### config.mk
export PLATFORM = sky130hd
export DESIGN_NAME = ov7670_capture_flat
export DESIGN_NICKNAME = d
export VERILOG_FILES = /design/src/rtl/ov7670_capture_if.sv /design/src/rtl/ov7670_capture.sv /design/src/flat_wrapper.sv
export SDC_FILE = /design/constraint.sdc
export NUM_CORES = 1
export LEC_CHECK = 0
export ABC_CLOCK_PERIOD_IN_PS = 2060
export BUFFER_PORTS_ARGS = -buffer_cell sky130_fd_sc_hd__buf_2
export CAP_MARGIN = 20
export CORE_MARGIN = 4
export CORE_UTILIZATION = 31
export DETAILED_ROUTE_END_ITERATION = 8
export PLACE_DENSITY = 0.57
export SLEW_MARGIN = 20
export SYNTH_ARGS = -nofsm -noshare
export SYNTH_HDL_FRONTEND = slang
export SYNTH_SLANG_ARGS = --single-unit
### constraint.sdc
create_clock -name clk -period 2.06 [get_ports clk]
set_input_delay 0.412 -clock clk [delete_from_list [all_inputs] [get_ports clk]]
set_output_delay 0.412 -clock clk [all_outputs]
set_load 0.01 [all_outputs]
### src/rtl/ov7670_capture_if.sv
// Frame-buffer write port driven by the OV7670 capture stage.
// The master drives address, data and strobe; the frame buffer is the slave.
interface ov7670_capture_if #(
    parameter int c_nb_img_pxls = 15,
    parameter int c_nb_buf      = 12
);
    logic [c_nb_img_pxls-1:0] capture_addr;
    logic [c_nb_buf-1:0]      capture_data;
    logic                     capture_we;

    modport master (output capture_addr, output capture_data, output capture_we);
    modport slave  (input  capture_addr, input  capture_data, input  capture_we);
endinterface

### src/rtl/ov7670_capture.sv
// OV7670 parallel-bus capture: synchronises the camera bus into clk, packs byte
// pairs into RGB444 pixels and writes them in raster order, clipped to the image size.
module ov7670_capture #(
    parameter int c_img_cols    = 160,
    parameter int c_img_rows    = 120,
    parameter int c_nb_img_pxls = 15,
    parameter int c_nb_buf      = 12,
    parameter bit c_swap_rb     = 1'b1
) (
    input  logic                     clk,
    input  logic                     rst_n,
    input  logic                     i_capture_en,
    input  logic                     i_cam_pclk,
    input  logic                     i_cam_vsync,
    input  logic                     i_cam_href,
    input  logic [7:0]               i_cam_data,
    ov7670_capture_if.master         fb,
    output logic                     o_frame_done,
    output logic                     o_busy
);
    localparam int lp_col_w = $clog2(c_img_cols + 1);
    localparam int lp_row_w = $clog2(c_img_rows + 1);
    localparam logic [lp_col_w-1:0] lp_cols = lp_col_w'(c_img_cols);
    localparam logic [lp_row_w-1:0] lp_rows = lp_row_w'(c_img_rows);

    typedef enum logic [1:0] {
        ST_IDLE,
        ST_WAIT_VS,
        ST_WAIT_START,
        ST_ACTIVE
    } state_t;

    // Bus bundle: [0]=pclk, [1]=href, [2]=vsync, [10:3]=data
    logic [10:0] w_cam_in;
    logic [10:0] r_meta;
    logic [10:0] r_sync;
    logic [10:0] r_dly;
    logic        r_pix_stb;

    assign w_cam_in = {i_cam_data, i_cam_vsync, i_cam_href, i_cam_pclk};

    always_ff @(posedge clk or negedge rst_n) begin
        if (!rst_n) begin
            r_meta    <= '0;
            r_sync    <= '0;
            r_dly     <= '0;
            r_pix_stb <= 1'b0;
        end else begin
            r_meta    <= w_cam_in;
            r_sync    <= r_meta;
            r_dly     <= r_sync;
            r_pix_stb <= r_sync[0] & ~r_dly[0];
        end
    end

    // r_pix_stb lags r_sync by one clk, so the byte and href seen with it come from r_dly.
    logic       w_href_q;
    logic       w_href_fall;
    logic       w_vs_rise;
    logic       w_vs_fall;
    logic [7:0] w_byte;

    assign w_href_q    = r_dly[1];
    assign w_href_fall = r_dly[1] & ~r_sync[1];
    assign w_vs_rise   = r_sync[2] & ~r_dly[2];
    assign w_vs_fall   = ~r_sync[2] & r_dly[2];
    assign w_byte      = r_dly[10:3];

    state_t                   r_state;
    logic [lp_col_w-1:0]      r_col;
    logic [lp_row_w-1:0]      r_row;
    logic [c_nb_img_pxls-1:0] r_addr;
    logic                     r_phase;
    logic [3:0]               r_red;
    logic [c_nb_img_pxls-1:0] r_addr_out;
    logic [c_nb_buf-1:0]      r_data_out;
    logic                     r_we;
    logic                     r_frame_done;
    logic [11:0]              w_pix;

    assign w_pix = c_swap_rb ? {w_byte[3:0], w_byte[7:4], r_red}
                             : {r_red, w_byte[7:4], w_byte[3:0]};

    always_ff @(posedge clk or negedge rst_n) begin
        if (!rst_n) begin
            r_state      <= ST_IDLE;
            r_col        <= '0;
            r_row        <= '0;
            r_addr       <= '0;
            r_phase      <= 1'b0;
            r_red        <= '0;
            r_addr_out   <= '0;
            r_data_out   <= '0;
            r_we         <= 1'b0;
            r_frame_done <= 1'b0;
        end else begin
            r_we         <= 1'b0;
            r_frame_done <= 1'b0;
            case (r_state)
                ST_IDLE: begin
                    if (i_capture_en) r_state <= ST_WAIT_VS;
                end
                ST_WAIT_VS: begin
                    if (r_sync[2]) r_state <= ST_WAIT_START;
                end
                ST_WAIT_START: begin
                    if (w_vs_fall) begin
                        r_state <= ST_ACTIVE;
                        r_col   <= '0;
                        r_row   <= '0;
                        r_addr  <= '0;
                        r_phase <= 1'b0;
                    end
                end
                ST_ACTIVE: begin
                    if (w_vs_rise) begin
                        r_frame_done <= 1'b1;
                        r_phase      <= 1'b0;
                        r_state      <= i_capture_en ? ST_WAIT_START : ST_IDLE;
                    end else if (w_href_fall) begin
                        // A pending first byte of a pixel is dropped here.
                        r_col   <= '0;
                        r_phase <= 1'b0;
                        if (r_row < lp_rows) r_row <= r_row + lp_row_w'(1);
                    end else if (r_pix_stb && w_href_q) begin
                        if (!r_phase) begin
                            r_red   <= w_byte[3:0];
                            r_phase <= 1'b1;
                        end else begin
                            r_phase <= 1'b0;
                            if (r_col < lp_cols && r_row < lp_rows) begin
                                r_we       <= 1'b1;
                                r_addr_out <= r_addr;
                                r_data_out <= w_pix;
                                r_addr     <= r_addr + c_nb_img_pxls'(1);
                            end
                            if (r_col < lp_cols) r_col <= r_col + lp_col_w'(1);
                        end
                    end
                end
                default: r_state <= ST_IDLE;
            endcase
        end
    end

    assign fb.capture_addr = r_addr_out;
    assign fb.capture_data = r_data_out;
    assign fb.capture_we   = r_we;
    assign o_frame_done    = r_frame_done;
    assign o_busy          = (r_state == ST_ACTIVE);
endmodule

### src/flat_wrapper.sv
// flat-port wrapper written by rule: the top's interface ports become plain ports
module ov7670_capture_flat 
#(
    parameter int c_img_cols    = 160,
    parameter int c_img_rows    = 120,
    parameter int c_nb_img_pxls = 15,
    parameter int c_nb_buf      = 12,
    parameter bit c_swap_rb     = 1'b1
)
  (clk, rst_n, i_capture_en, i_cam_pclk, i_cam_vsync, i_cam_href, i_cam_data, o_frame_done, o_busy, fb_capture_addr, fb_capture_data, fb_capture_we);
  ov7670_capture_if #(.c_nb_img_pxls(c_nb_img_pxls), .c_nb_buf(c_nb_buf)) fb_i ();
  input  logic clk;
  input  logic rst_n;
  input  logic i_capture_en;
  input  logic i_cam_pclk;
  input  logic i_cam_vsync;
  input  logic i_cam_href;
  input  logic [7:0] i_cam_data;
  output logic o_frame_done;
  output logic o_busy;
  output wire logic [$bits(fb_i.capture_addr)-1:0] fb_capture_addr;
  output wire logic [$bits(fb_i.capture_data)-1:0] fb_capture_data;
  output wire logic [$bits(fb_i.capture_we)-1:0] fb_capture_we;
  assign fb_capture_addr = fb_i.capture_addr;
  assign fb_capture_data = fb_i.capture_data;
  assign fb_capture_we = fb_i.capture_we;
  ov7670_capture #(.c_img_cols(c_img_cols), .c_img_rows(c_img_rows), .c_nb_img_pxls(c_nb_img_pxls), .c_nb_buf(c_nb_buf), .c_swap_rb(c_swap_rb)) u_core (.clk(clk), .rst_n(rst_n), .i_capture_en(i_capture_en), .i_cam_pclk(i_cam_pclk), .i_cam_vsync(i_cam_vsync), .i_cam_href(i_cam_href), .i_cam_data(i_cam_data), .fb(fb_i), .o_frame_done(o_frame_done), .o_busy(o_busy));
endmodule
Word-level counts from Yosys, hierarchy flattened
Cells that the tools add are included.
{ "word_totals": {"regBits": 100, "latchBits": 0, "mem_bits_rw": 0, "mem_bits_ro": 0, "out_inout_bits": 30, "mem_count": 0} }
{ "classes": {"n_addsub": 3, "multipliers": 0, "div_mod_pow": 0, "magnitude_cmp": 2, "n_eq_ne": 18, "n_shift": 0, "mux": 39, "n_bitwise": 11, "n_reduce_logical": 11} }
{ "ops": {"columns": ["cell", "count"], "rows": [
  ["$mux W15", 6],
  ["$mux W8", 6],
  ["$pmux W15 S2", 1],
  ["$mux W7", 4],
  ["$ne A2 B1 Y1 const B", 8],
  ["$pmux W8 S2", 1],
  ["$add A15 B1 Y15 const B", 1],
  ["$pmux W7 S2", 1],
  ["$mux W1", 13],
  ["$reduce_and A6 Y1", 2],
  ["$mux W2", 5],
  ["$reduce_and A5 Y1", 2],
  ["$ne A3 B1 Y1 const B", 3],
  ["$add A8 B1 Y8 const B", 1],
  ["$lt A8 B8 Y1 const B", 1],
  ["$pmux W2 S4", 1],
  ["$add A7 B1 Y7 const B", 1],
  ["$lt A7 B7 Y1 const B", 1],
  ["$not A1 Y1", 7],
  ["$reduce_and A7 Y1", 1],
  ["$ne A2 B2 Y1 const B", 3],
  ["$and A1 B1 Y1", 4],
  ["$eq A2 B2 Y1 const B", 2],
  ["$ne A4 B1 Y1 const B", 1],
  ["other kinds (7)", 8]
]} }

Logic depth before layout (Yosys ltp)
Gate-level depths: netlist of run 1.
{ "depth": {"word_depth": 8, "mapped_depth": 8, "mapped_depth_nobuf": 6} }

Worst setup path before layout of run 1
Ideal clock, no wire load.
{ "synth_timing": {"path_type": "register to register", "start": "reg u_core.r_col[5]", "end": "reg u_core.r_addr_out[10], in the netlist u_core.fb.capture_addr[10]", "arrival_time_ns": 1.513, "setup_slack_ns": 0.422, "path_stages_with_launch": 6, "path_cell_list": "dfrtp_1 o21ai_1 nand4_1 nor3_2 buf_4 mux2_2"} }
{ "synth_via": {"elab_chain_len": 3} }
{ "synth_rtl": {"columns": ["item", "line_no", "text"], "rows": [
  ["from (decl)", "ov7670_capture.sv:70", "logic [lp_col_w-1:0] r_col;"],
  ["from (signal assigned)", "ov7670_capture.sv:137", "if (r_col < lp_cols) r_col <= r_col + lp_col_w'(1);"],
  ["$lt A8 B8 Y1", "ov7670_capture.sv:131", "if (r_col < lp_cols && r_row < lp_rows) begin"],
  ["$logic_and A1 B1 Y1", "ov7670_capture.sv:131", null],
  ["$reduce_and A6 Y1 (no source line)", null, null],
  ["to (signal assigned)", "ov7670_capture.sv:133", "r_addr_out <= r_addr;"],
  ["to (decl)", "ov7670_capture.sv:75", "logic [c_nb_img_pxls-1:0] r_addr_out;"]
]} }
No other way between the ends.
A chain may end at the register's enable or synchronous reset.

Worst setup path in the final report of run 1
{ "layout_timing": {"start": "reg u_core.r_col[5]", "end": "reg u_core.r_col[6]"} }
{ "layout_via": {"elab_chain_len": 7, "elab_cells_between_ends": 10} }
{ "layout_rtl": {"columns": ["item", "line_no", "text"], "rows": [
  ["$add A8 B1 Y8", "ov7670_capture.sv:137", null],
  ["$mux W8", "ov7670_capture.sv:137", null],
  ["$mux W8", "ov7670_capture.sv:126", "if (!r_phase) begin"],
  ["$mux W8", "ov7670_capture.sv:125", "end else if (r_pix_stb && w_href_q) begin"],
  ["$mux W8", "ov7670_capture.sv:120", "end else if (w_href_fall) begin"],
  ["$mux W8", "ov7670_capture.sv:116", "if (w_vs_rise) begin"],
  ["$pmux W8 S2", "ov7670_capture.sv:99", "case (r_state)"]
]} }
Parallel ways exist; a longest one is shown, timed or not. The select of a mux whose other input is x is not followed.

==> flow_summary.ini, run 1 <==
[outcome]
status = finished, violations left
violations = negative hold slack

[worst_setup_path]
worstPathRequired_ps = 2340
critPathBufInv = 1
path_max_fanout = 17
crit_slowest_cell = or4_1
cpMostUsedCell = o21ai_1
startpoint = u_core.r_col[5]$_DFFE_PN0P_
max_stage_delay_ps = 520
rrSetupSlack_ps = 160
path_delay_family = simple AND/OR/NAND/NOR gates
r2r_end = u_core.r_col[6]$_DFFE_PN0P_
endpoint_kind = flop
path_cells = o21ai_1, nand4_1, buf_4, or4_1, o21ai_1
cp.depth = 5
worstSetupPathType = flop to flop
critPathArrivalTime_ps = 2180
reg2reg_depth = 5
cp-start-kind = flop
cp-endpoint = u_core.r_col[6]$_DFFE_PN0P_
r2r-start = u_core.r_col[5]$_DFFE_PN0P_

[grt]
grt_usage_pct = 10.50
grt_start_max_net_pins = 41
grt_pass1_vias = 2430
grt_overflow = 0
grt_pass1_wl_um = 12040
antenna_found_initial = 0

[die]
die_width_um = 120.7
die_y_um = 120.7
row_count = 40
die_area_um2 = 14560
coreArea_um2 = 12210
ios = 44
start_util_pct = 32.22

[detailed_routing]
vias = 2438
drtIter0Drc = 107
drc_errors = 0
totalWireLength_um = 7051
wl_per_cell_um = 13.43
wl_met3_um = 325
ant_nets = 0
wl_met2_um = 3428
wl_met1_um = 3198
drt-vias-per-instance = 4.644
top_layer_used = met4
first_pass_iters = 6

[synth]
synthesis.nets = 317
synth_top_area_share_pct = 63.59
ys_top_cells_by_area = dfrtp_1 64%, mux2_2 9.4%, xnor2_1 4.0%
ys_ff_latch = 100
async_reset_ff_share_pct = 100.0
seq_area_frac_synth_pct = 63.59
syn_avg_cell_area_um2 = 13.12
syn_area_um2 = 3935
ys_warn_count = 0
synthDistinctLibCells = 43
synthCells = 300
yosys.area.top_type = dfrtp_1
synth_edf_count = 0
synth_ff_type = dfrtp_1

[timing]
hold_violations = 1
worst_slack_ps = 155.6
hold_slack_ps = -2.337
fmaxAchievable_mhz = 525.1
tightest_slew_ps = 507.2
fin_setup_tns_ps = 0
min_period_over_period_pct = 92.44
skew_ps = 15.90
rsz0062_at_grt = no
drv_slew = 0
setup_viol = 0
post-route-min-period_ps = 1904
slew-limit-headroom_pct = 66.15

[placed_design]
place_ws_ps = 178.8
dp.cells = 509
numPortBuffers = 43
hpwlAfterDp_um = 4753
placed_area_um2 = 4389
routabilityCongestion = 0.7481

[clocking]
clock_path_buffers = 2
clkLatencyLatePin_ps = 350
ctsHoldBuffers = 0
htree_levels = 3
post_cts_buffers = 0
clockRootBuffer = clkbuf_16
cts_resized = 0
clock_sinks = 100
cts.clk_slew.worst_paths_ps = 70
cts_buffers = 9
cts_tree = built

[cells_and_area]
area_growth_pct = 19.17
design_area_um2 = 4690
fill_cells = 1212
final_cells = 525
final_util_pct = 38.40
fin_nets = 369
diodes = 0
drive_above_1_share_pct = 32.49

[power_and_ir_drop]
vdd_ir_drop_max_mv = 0.5546
powerDensity_nw_per_um2 = 937.0
power_mw = 4.394
power_leakage_nw = 2.199

[run]
cap_violations = 0

[hold_path]
hold_class = primary input to asynchronous set/reset pin
## final cells by class
cell class / instances / area (um^2) / area share [%]
repair buffers: 52 / 310.3 / 6.617
flip-flops and latches: 100 / 2502 / 53.36
multi-input cells: 186 / 1354 / 28.87
clock inverters: 7 / 75.07 / 1.601
well taps: 168 / 210.2 / 4.482
clock buffers: 9 / 225.2 / 4.803
inverters: 3 / 12.51 / 0.2668
## logic make-up (layout without fill, tap and decap cells)
kind of cell               after synthesis  after routing  synth area share (%)
AOI/OAI and AO/OA                       26             26                 3.816
xor gates and xnor gates                18             18                 4.006
adders and majority gates                3              3                0.9540
buffers and inverters                   14             71                 2.162
DFF                                    100            100                 63.59
muxes                                   34             34                 9.698
and+or+nand+nor                        105            105                 15.77
## metal layers
metal / up-vias / GRT usage [%]
met5: - / 0
met4: 0 / 3.399
met3: 9 / 3.508
met2: 44 / 16.38
met1: 1226 / 13.82
li1: 1159 / -
## cell usage in the layout (no fill, tap or decap), drive strengths merged
cell / n
nand2b: 3
a31oi: 2
and4b: 1
o31ai: 1
o21ai: 12
clkinvlp: 1
clkbuf: 9
nand2: 15
ha: 3
nand3: 12
xnor2: 18
nor2b: 3
dfrtp: 100
nor2: 29
o31a: 1
or4: 1
nor3b: 3
nand3b: 1
nor4: 12
and4: 1
mux2: 33
a22o: 1
a21oi: 7
nor4b: 1
nand4: 6
inv: 6
and4bb: 1
nor3: 9
o21ba: 1
and2: 2
a21o: 1
mux2i: 1
buf: 52
clkinv: 3
and3: 5
## worst min-delay path by stage
stage / cells past startpoint / endpoint / slack, ps
final: 1 / u_core.r_meta[7]$_DFF_PN0_ / -2
after global routing: 1 / u_core.r_col[1]$_DFFE_PN0P_ / 30
after CTS: 1 / u_core.r_col[1]$_DFFE_PN0P_ / 10
after detailed placement: 0 / u_core.r_sync[0]$_DFF_PN0_ / 330
after global placement: 0 / u_core.r_dly[6]$_DFF_PN0_ / 330
after floorplan: 0 / u_core.fb.capture_addr[0]$_DFFE_PN0P_ / 120
## cell usage after synthesis, types with 2 or more instances
master,n
ha_1,3
nand2_1,14
inv_1,2
nand3_1,12
mux2_2,33
dfrtp_1,100
nor3b_1,3
nor2_1,28
o21ai_1,2
buf_4,3
and2_1,2
a21oi_1,7
a31oi_1,2
nand4_1,6
and3_1,5
xnor2_1,18
nor3_2,3
nor4_1,7
nor4_2,4
nand2b_1,3
o21ai_0,10
buf_6,2
nor2b_1,3
nor3_1,6
buf_2,4
## worst register-to-register path, cell delays in order, from the launching register on
cell     delay (ps)
dfrtp_1         430
o21ai_1         180
nand4_1         280
buf_4           320
or4_1           530
o21ai_1         120
## where the power goes
group / total, mW / internal (mW) / leakage, nW / switching (mW)
logic: 0.503 / 0.209 / 0.752 / 0.294
clock network: 1.67 / 0.862 / 0.145 / 0.813
registers: 2.22 / 2.11 / 1.30 / 0.106
## sequential cells by signal, summed over array words and instances, names as in the netlist
signal	flops
u_core.fb.capture_we	1
u_core.fb.capture_addr	15
u_core.r_pix_stb	1
u_core.fb.capture_data	12
u_core.r_dly	11
u_core.r_state	2
u_core.r_red	4
u_core.r_meta	11
u_core.r_phase	1
u_core.r_col	8
u_core.o_frame_done	1
u_core.r_addr	15
u_core.r_sync	11
u_core.r_row	7
Note: power is estimated with default switching activity, not from simulation.
==> run 2, diff against run 1 <==
--- a/config.mk
+++ b/config.mk
@@ -11,6 +11,7 @@
 export CORE_MARGIN = 4
 export CORE_UTILIZATION = 31
 export DETAILED_ROUTE_END_ITERATION = 8
+export HOLD_SLACK_MARGIN = 0.08
 export PLACE_DENSITY = 0.57
 export SLEW_MARGIN = 20
 export SYNTH_ARGS = -nofsm -noshare
==> flow_summary.ini, run 2 (synthesis gave the netlist of run 1 again) <==
[worst_setup_path]
critPathBufInv = 1
cpMostUsedCell = o21ai_1
rrSetupSlack_ps = 160
worstPathRequired_ps = 2340
crit_slowest_cell = or4_1
reg2reg_depth = 5
path_max_fanout = 17
critPathArrivalTime_ps = 2180
max_stage_delay_ps = 520
cp-start-kind = flop
path_delay_family = simple AND/OR/NAND/NOR gates
endpoint_kind = flop
path_cells = o21ai_1, nand4_1, buf_4, or4_1, o21ai_1
r2r-start = u_core.r_col[5]$_DFFE_PN0P_
worstSetupPathType = flop to flop
r2r_end = u_core.r_col[6]$_DFFE_PN0P_

[die]
die_y_um = 120.7
row_count = 40
start_util_pct = 32.22
die_width_um = 120.7
coreArea_um2 = 12210
die_area_um2 = 14560
ios = 44

[grt]
grt_pass1_vias = 2433
grt_start_max_net_pins = 41
antenna_found_initial = 0
grt_overflow = 0
grt_pass1_wl_um = 12050
grt_usage_pct = 10.51

[clocking]
clock_path_buffers = 2
clock_sinks = 100
clockRootBuffer = clkbuf_16
cts_buffers = 9
cts.clk_slew.worst_paths_ps = 80
post_cts_buffers = 0
htree_levels = 3
clkLatencyLatePin_ps = 350
cts_tree = built

[detailed_routing]
wl_per_cell_um = 13.40
drtIter0Drc = 94
first_pass_iters = 6
drt-vias-per-instance = 4.641
ant_nets = 0
vias = 2441
totalWireLength_um = 7051
drc_errors = 0

[power_and_ir_drop]
vdd_ir_drop_max_mv = 0.5546
power_mw = 4.396
power_leakage_nw = 2.204
powerDensity_nw_per_um2 = 935.4

[timing]
drv_slew = 0
setup_viol = 0
slew-limit-headroom_pct = 66.15
hold_violations = 0
rsz0062_at_grt = no
skew_ps = 15.98
fmaxAchievable_mhz = 525.1
tightest_slew_ps = 507.2
fin_setup_tns_ps = 0
min_period_over_period_pct = 92.45
post-route-min-period_ps = 1905
worst_slack_ps = 155.5

[cells_and_area]
drive_above_1_share_pct = 32.40
fill_cells = 1211
area_growth_pct = 19.43
fin_nets = 370
final_cell_mix = 100 x dfrtp_1, 42 x buf_2, 33 x mux2_2, 28 x nor2_1, 18 x xnor2_1
layout_commonest_cell = dfrtp_1
diodes = 0

[hold_path]
min_path_cells = 1
hp-start = i_cam_data[6]
hold_end = u_core.r_meta[9]$_DFF_PN0_
hold_class = primary input to flop

[placed_design]
hpwlAfterDp_um = 4753
routabilityCongestion = 0.7481
place_ws_ps = 178.8
numPortBuffers = 43

[outcome]
status = completed

[run]
cap_violations = 0
## run 2: changes by cell type in the layout (fill, tap and decap cells not counted)
cell,change
dlygate4sd3_1,+1
## run 2: repair_timing
action / 4_1_cts / 5_1_grt
resized for setup: 0 / 0
endpoints found under the hold margin: 30 / 0
hold buffers: 1 / 0
## run 2: final cells by class
cell class / instances / area [um^2] / area share, %
Multi-Input combinational cell: 186 / 1354 / 28.81
Timing Repair Buffer: 53 / 320.3 / 6.816
Clock inverter: 7 / 75.07 / 1.597
Sequential cell: 100 / 2502 / 53.25
Tap cell: 168 / 210.2 / 4.473
Inverter: 3 / 12.51 / 0.2662
Clock buffer: 9 / 225.2 / 4.792
## run 2: worst max-delay path by stage
stage                     depth (start not counted)                                endpoint                         from
final                                             5             u_core.r_col[6]$_DFFE_PN0P_  u_core.r_col[5]$_DFFE_PN0P_
after global routing                              5             u_core.r_col[6]$_DFFE_PN0P_  u_core.r_col[5]$_DFFE_PN0P_
after CTS                                         5             u_core.r_col[6]$_DFFE_PN0P_  u_core.r_col[5]$_DFFE_PN0P_
after detailed placement                          5             u_core.r_col[6]$_DFFE_PN0P_  u_core.r_col[5]$_DFFE_PN0P_
after global placement                            5             u_core.r_col[6]$_DFFE_PN0P_  u_core.r_col[5]$_DFFE_PN0P_
after floorplan                                   5  u_core.fb.capture_addr[10]$_DFFE_PN0P_  u_core.r_col[5]$_DFFE_PN0P_
## run 2: through the flow
stage | cells | util (%) | cell area (um^2) | hold WS (ps)
floorplan | 300 | - | 3935 | 116.4
global placement | 509 | 35.94 | 4389 | 332.1
detailed placement | 509 | 35.94 | 4389 | 334.7
CTS | 526 | 38.48 | 4700 | 149.8
global route | 526 | 38.48 | 4700 | 144.7
finish | 526 | 38.48 | 4700 | 160.1
## run 2: per-layer routing
layer / GRT usage, % / vias to the layer above / share of wire (%)
met5: 0 / - / 0
met4: 3.399 / 0 / 1.4
met3: 3.508 / 9 / 4.5
met2: 16.38 / 44 / 49
met1: 13.85 / 1228 / 45
li1: - / 1160 / -
## run 2: report_power, final
group          switching, mW  leakage, nW  internal, mW
clock network          0.813        0.145         0.862
logic                  0.294        0.756         0.211
registers              0.106         1.30          2.11
total                   1.21         2.20          3.18
==> run 3, diff against run 2 <==
--- a/config.mk
+++ b/config.mk
@@ -5,14 +5,15 @@
 export SDC_FILE = /design/constraint.sdc
 export NUM_CORES = 1
 export LEC_CHECK = 0
-export ABC_CLOCK_PERIOD_IN_PS = 2060
+export ABC_AREA = 1
+export ABC_CLOCK_PERIOD_IN_PS = 1800
 export BUFFER_PORTS_ARGS = -buffer_cell sky130_fd_sc_hd__buf_2
 export CAP_MARGIN = 20
 export CORE_MARGIN = 4
 export CORE_UTILIZATION = 31
 export DETAILED_ROUTE_END_ITERATION = 8
 export HOLD_SLACK_MARGIN = 0.08
-export PLACE_DENSITY = 0.57
+export PLACE_DENSITY = 0.56
 export SLEW_MARGIN = 20
 export SYNTH_ARGS = -nofsm -noshare
 export SYNTH_HDL_FRONTEND = slang
==> constraint.sdc (replaced) <==
create_clock -name clk -period 1.8 [get_ports clk]
set_input_delay 0.36 -clock clk [delete_from_list [all_inputs] [get_ports clk]]
set_output_delay 0.36 -clock clk [all_outputs]
set_load 0.01 [all_outputs]
==> flow_summary.ini, run 3 <==
[timing]
drv_slew = 0
rsz0062_at_grt = no
min_period_over_period_pct = 94.55
fmaxAchievable_mhz = 587.6
skew_ps = 8.911
post-route-min-period_ps = 1702
hold_slack_ps = 118.7
hold_violations = 0
slew-limit-headroom_pct = 69.89
setup_viol = 0
fin_setup_tns_ps = 0
tightest_slew_ps = 451.6

[detailed_routing]
drt-vias-per-instance = 4.422
ant_nets = 0
vias = 2954
drtIter0Drc = 214
drc_errors = 0
first_pass_iters = 4
totalWireLength_um = 8292
wl_per_cell_um = 12.41

[cells_and_area]
drive_above_1_share_pct = 25.41
fin_nets = 504
fill_cells = 1370
layout_commonest_cell = nand2_1
area_growth_pct = 17.51
design_area_um2 = 5096
final_cell_mix = 118 x nand2_1, 100 x dfrtp_1, 42 x buf_2, 36 x inv_1, 29 x nor2_1
diodes = 0

[die]
coreArea_um2 = 13450
row_count = 42
die_width_um = 126.3
start_util_pct = 32.24
ios = 44
die_area_um2 = 15950
die_y_um = 126.3

[power_and_ir_drop]
vdd_ir_drop_max_mv = 0.5528
power_leakage_nw = 2.483
powerDensity_nw_per_um2 = 1138
power_mw = 5.801

[worst_setup_path]
endpoint_kind = flop
crit_slowest_cell = dfrtp_1
worstSetupPathType = flop to flop
critPathArrivalTime_ps = 1990
max_stage_delay_ps = 520
path_cells = ha_1, inv_1, nor2_1, nand2_1, xor2_1, nor2_1, nand2_1, nand2_1
cpMostUsedCell = nand2_1
critPathBufInv = 1
cp-start-kind = flop
worstPathRequired_ps = 2090
path_delay_family = simple AND/OR/NAND/NOR gates
path_max_fanout = 7

[synth]
syn_avg_cell_area_um2 = 9.946
synth_edf_count = 0
synth.area.mux_share_pct = 0
ys_warn_count = 0
synth_top_family_by_area = simple AND/OR/NAND/NOR gates
async_reset_ff_share_pct = 100.0
synth_top_area_share_pct = 57.70
synth_common_cells = 118 x nand2_1, 100 x dfrtp_1, 36 x inv_1
synthCells = 436
synth_compound_area_share_pct = 8.021
synthDistinctLibCells = 30
seq_area_frac_synth_pct = 57.70
ys_ff_latch = 100
synthesis.nets = 453
synth-xor-area-share_pct = 2.020
ys_top_cells_by_area = dfrtp_1 58%, nand2_1 10%, o21ai_2 4.2%
yosysMostFrequentCell = nand2_1
synth_fa_ha_area_share_pct = 0.8656
syn_area_um2 = 4337
synthSimpleGateAreaFrac_pct = 25.19
synth_ff_type = dfrtp_1
yosys.area.top_type = dfrtp_1

[placed_design]
placed_area_um2 = 4740
hpwlAfterDp_um = 5838
routabilityCongestion = 0.8713
numPortBuffers = 43

[grt]
grt_usage_pct = 11.21
grt_pass1_wl_um = 14540
grt_start_max_net_pins = 43
grt_pass1_vias = 2976
grt_overflow = 0
antenna_found_initial = 0

[clocking]
cts.clk_slew.worst_paths_ps = 70
clock_path_buffers = 2
clock_sinks = 100
cts_tree = built
htree_levels = 3
clockRootBuffer = clkbuf_16
clkLatencyLatePin_ps = 350
cts_buffers = 9

[run]
cap_violations = 0

[hold_path]
hold_class = primary input to flop

[outcome]
status = completed
==> run 3: cells by family after synthesis <==
logic type               after synthesis
flip-flops                           100
AO/OA/AOI/OAI                         52
AND/OR/NAND/NOR                      219
XOR/XNOR                              10
adder cells (fa/ha/maj)                3
buffers and inverters                 52
==> run 3: routing by layer <==
layer	global-route usage, %	wire length, um
met4	3.218	103
met1	14.17	3794
met2	18.37	3979
met3	3.768	414
met5	0	0
==> run 3: worst register-to-register path: cells and delay by family (launching register included) <==
kind	cells	cell delay, ps
simple gates	5	600
flops	1	520
fa+ha+maj	1	320
xor+xnor	1	150
buf+inv	1	60
==> run 3: timing repair <==
action,in CTS,in global routing
buffers inserted,0,2
hold buffers,1,0
hold endpoints to repair,31,0
resized for setup,0,0
setup endpoints to repair,0,1
==> run 3: area by class of cell <==
cell class	count	area [um^2]	share of cell area (%)
flip-flops and latches	100	2502	49.10
multi-input cells	284	1565	30.71
repair buffers	49	302.8	5.942
clock buffers	9	225.2	4.419
well taps	176	220.2	4.321
inverters	43	173.9	3.413
clock inverters	7	106.4	2.087
==> run 3: worst paths after layout <==
path	start	end	slack [ps]	cells past startpoint
max in group asynchronous	rst_n	u_core.r_addr[10]$_DFFE_PN0P_	740	3
max reg2reg	u_core.r_addr[0]$_DFFE_PN0P_	u_core.r_addr[8]$_DFFE_PN0P_	100	8
max	u_core.r_addr[0]$_DFFE_PN0P_	u_core.r_addr[8]$_DFFE_PN0P_	100	8
min in group asynchronous	rst_n	u_core.r_meta[5]$_DFF_PN0_	500	2
min	i_cam_vsync	u_core.r_meta[2]$_DFF_PN0_	120	1
min reg2reg	u_core.r_sync[10]$_DFF_PN0_	u_core.r_dly[10]$_DFF_PN0_	350	0
==> run 3: per-stage QoR <==
stage	utilization (%)	instances	setup slack [ps]
finish	37.88	668	98.12
floorplan	-	436	405.9
detailed placement	35.23	649	96.60
CTS	37.77	666	62.74
global route	37.88	668	2.565
global placement	35.23	649	105.9
==> run 3: report_power, final <==
group | leakage (nW) | switching [mW] | internal (mW) | total, mW
clock | 0.163 | 0.865 | 1.24 | 2.11
combinational | 1.02 | 0.731 | 0.370 | 1.10
sequential | 1.30 | 0.152 | 2.44 | 2.59
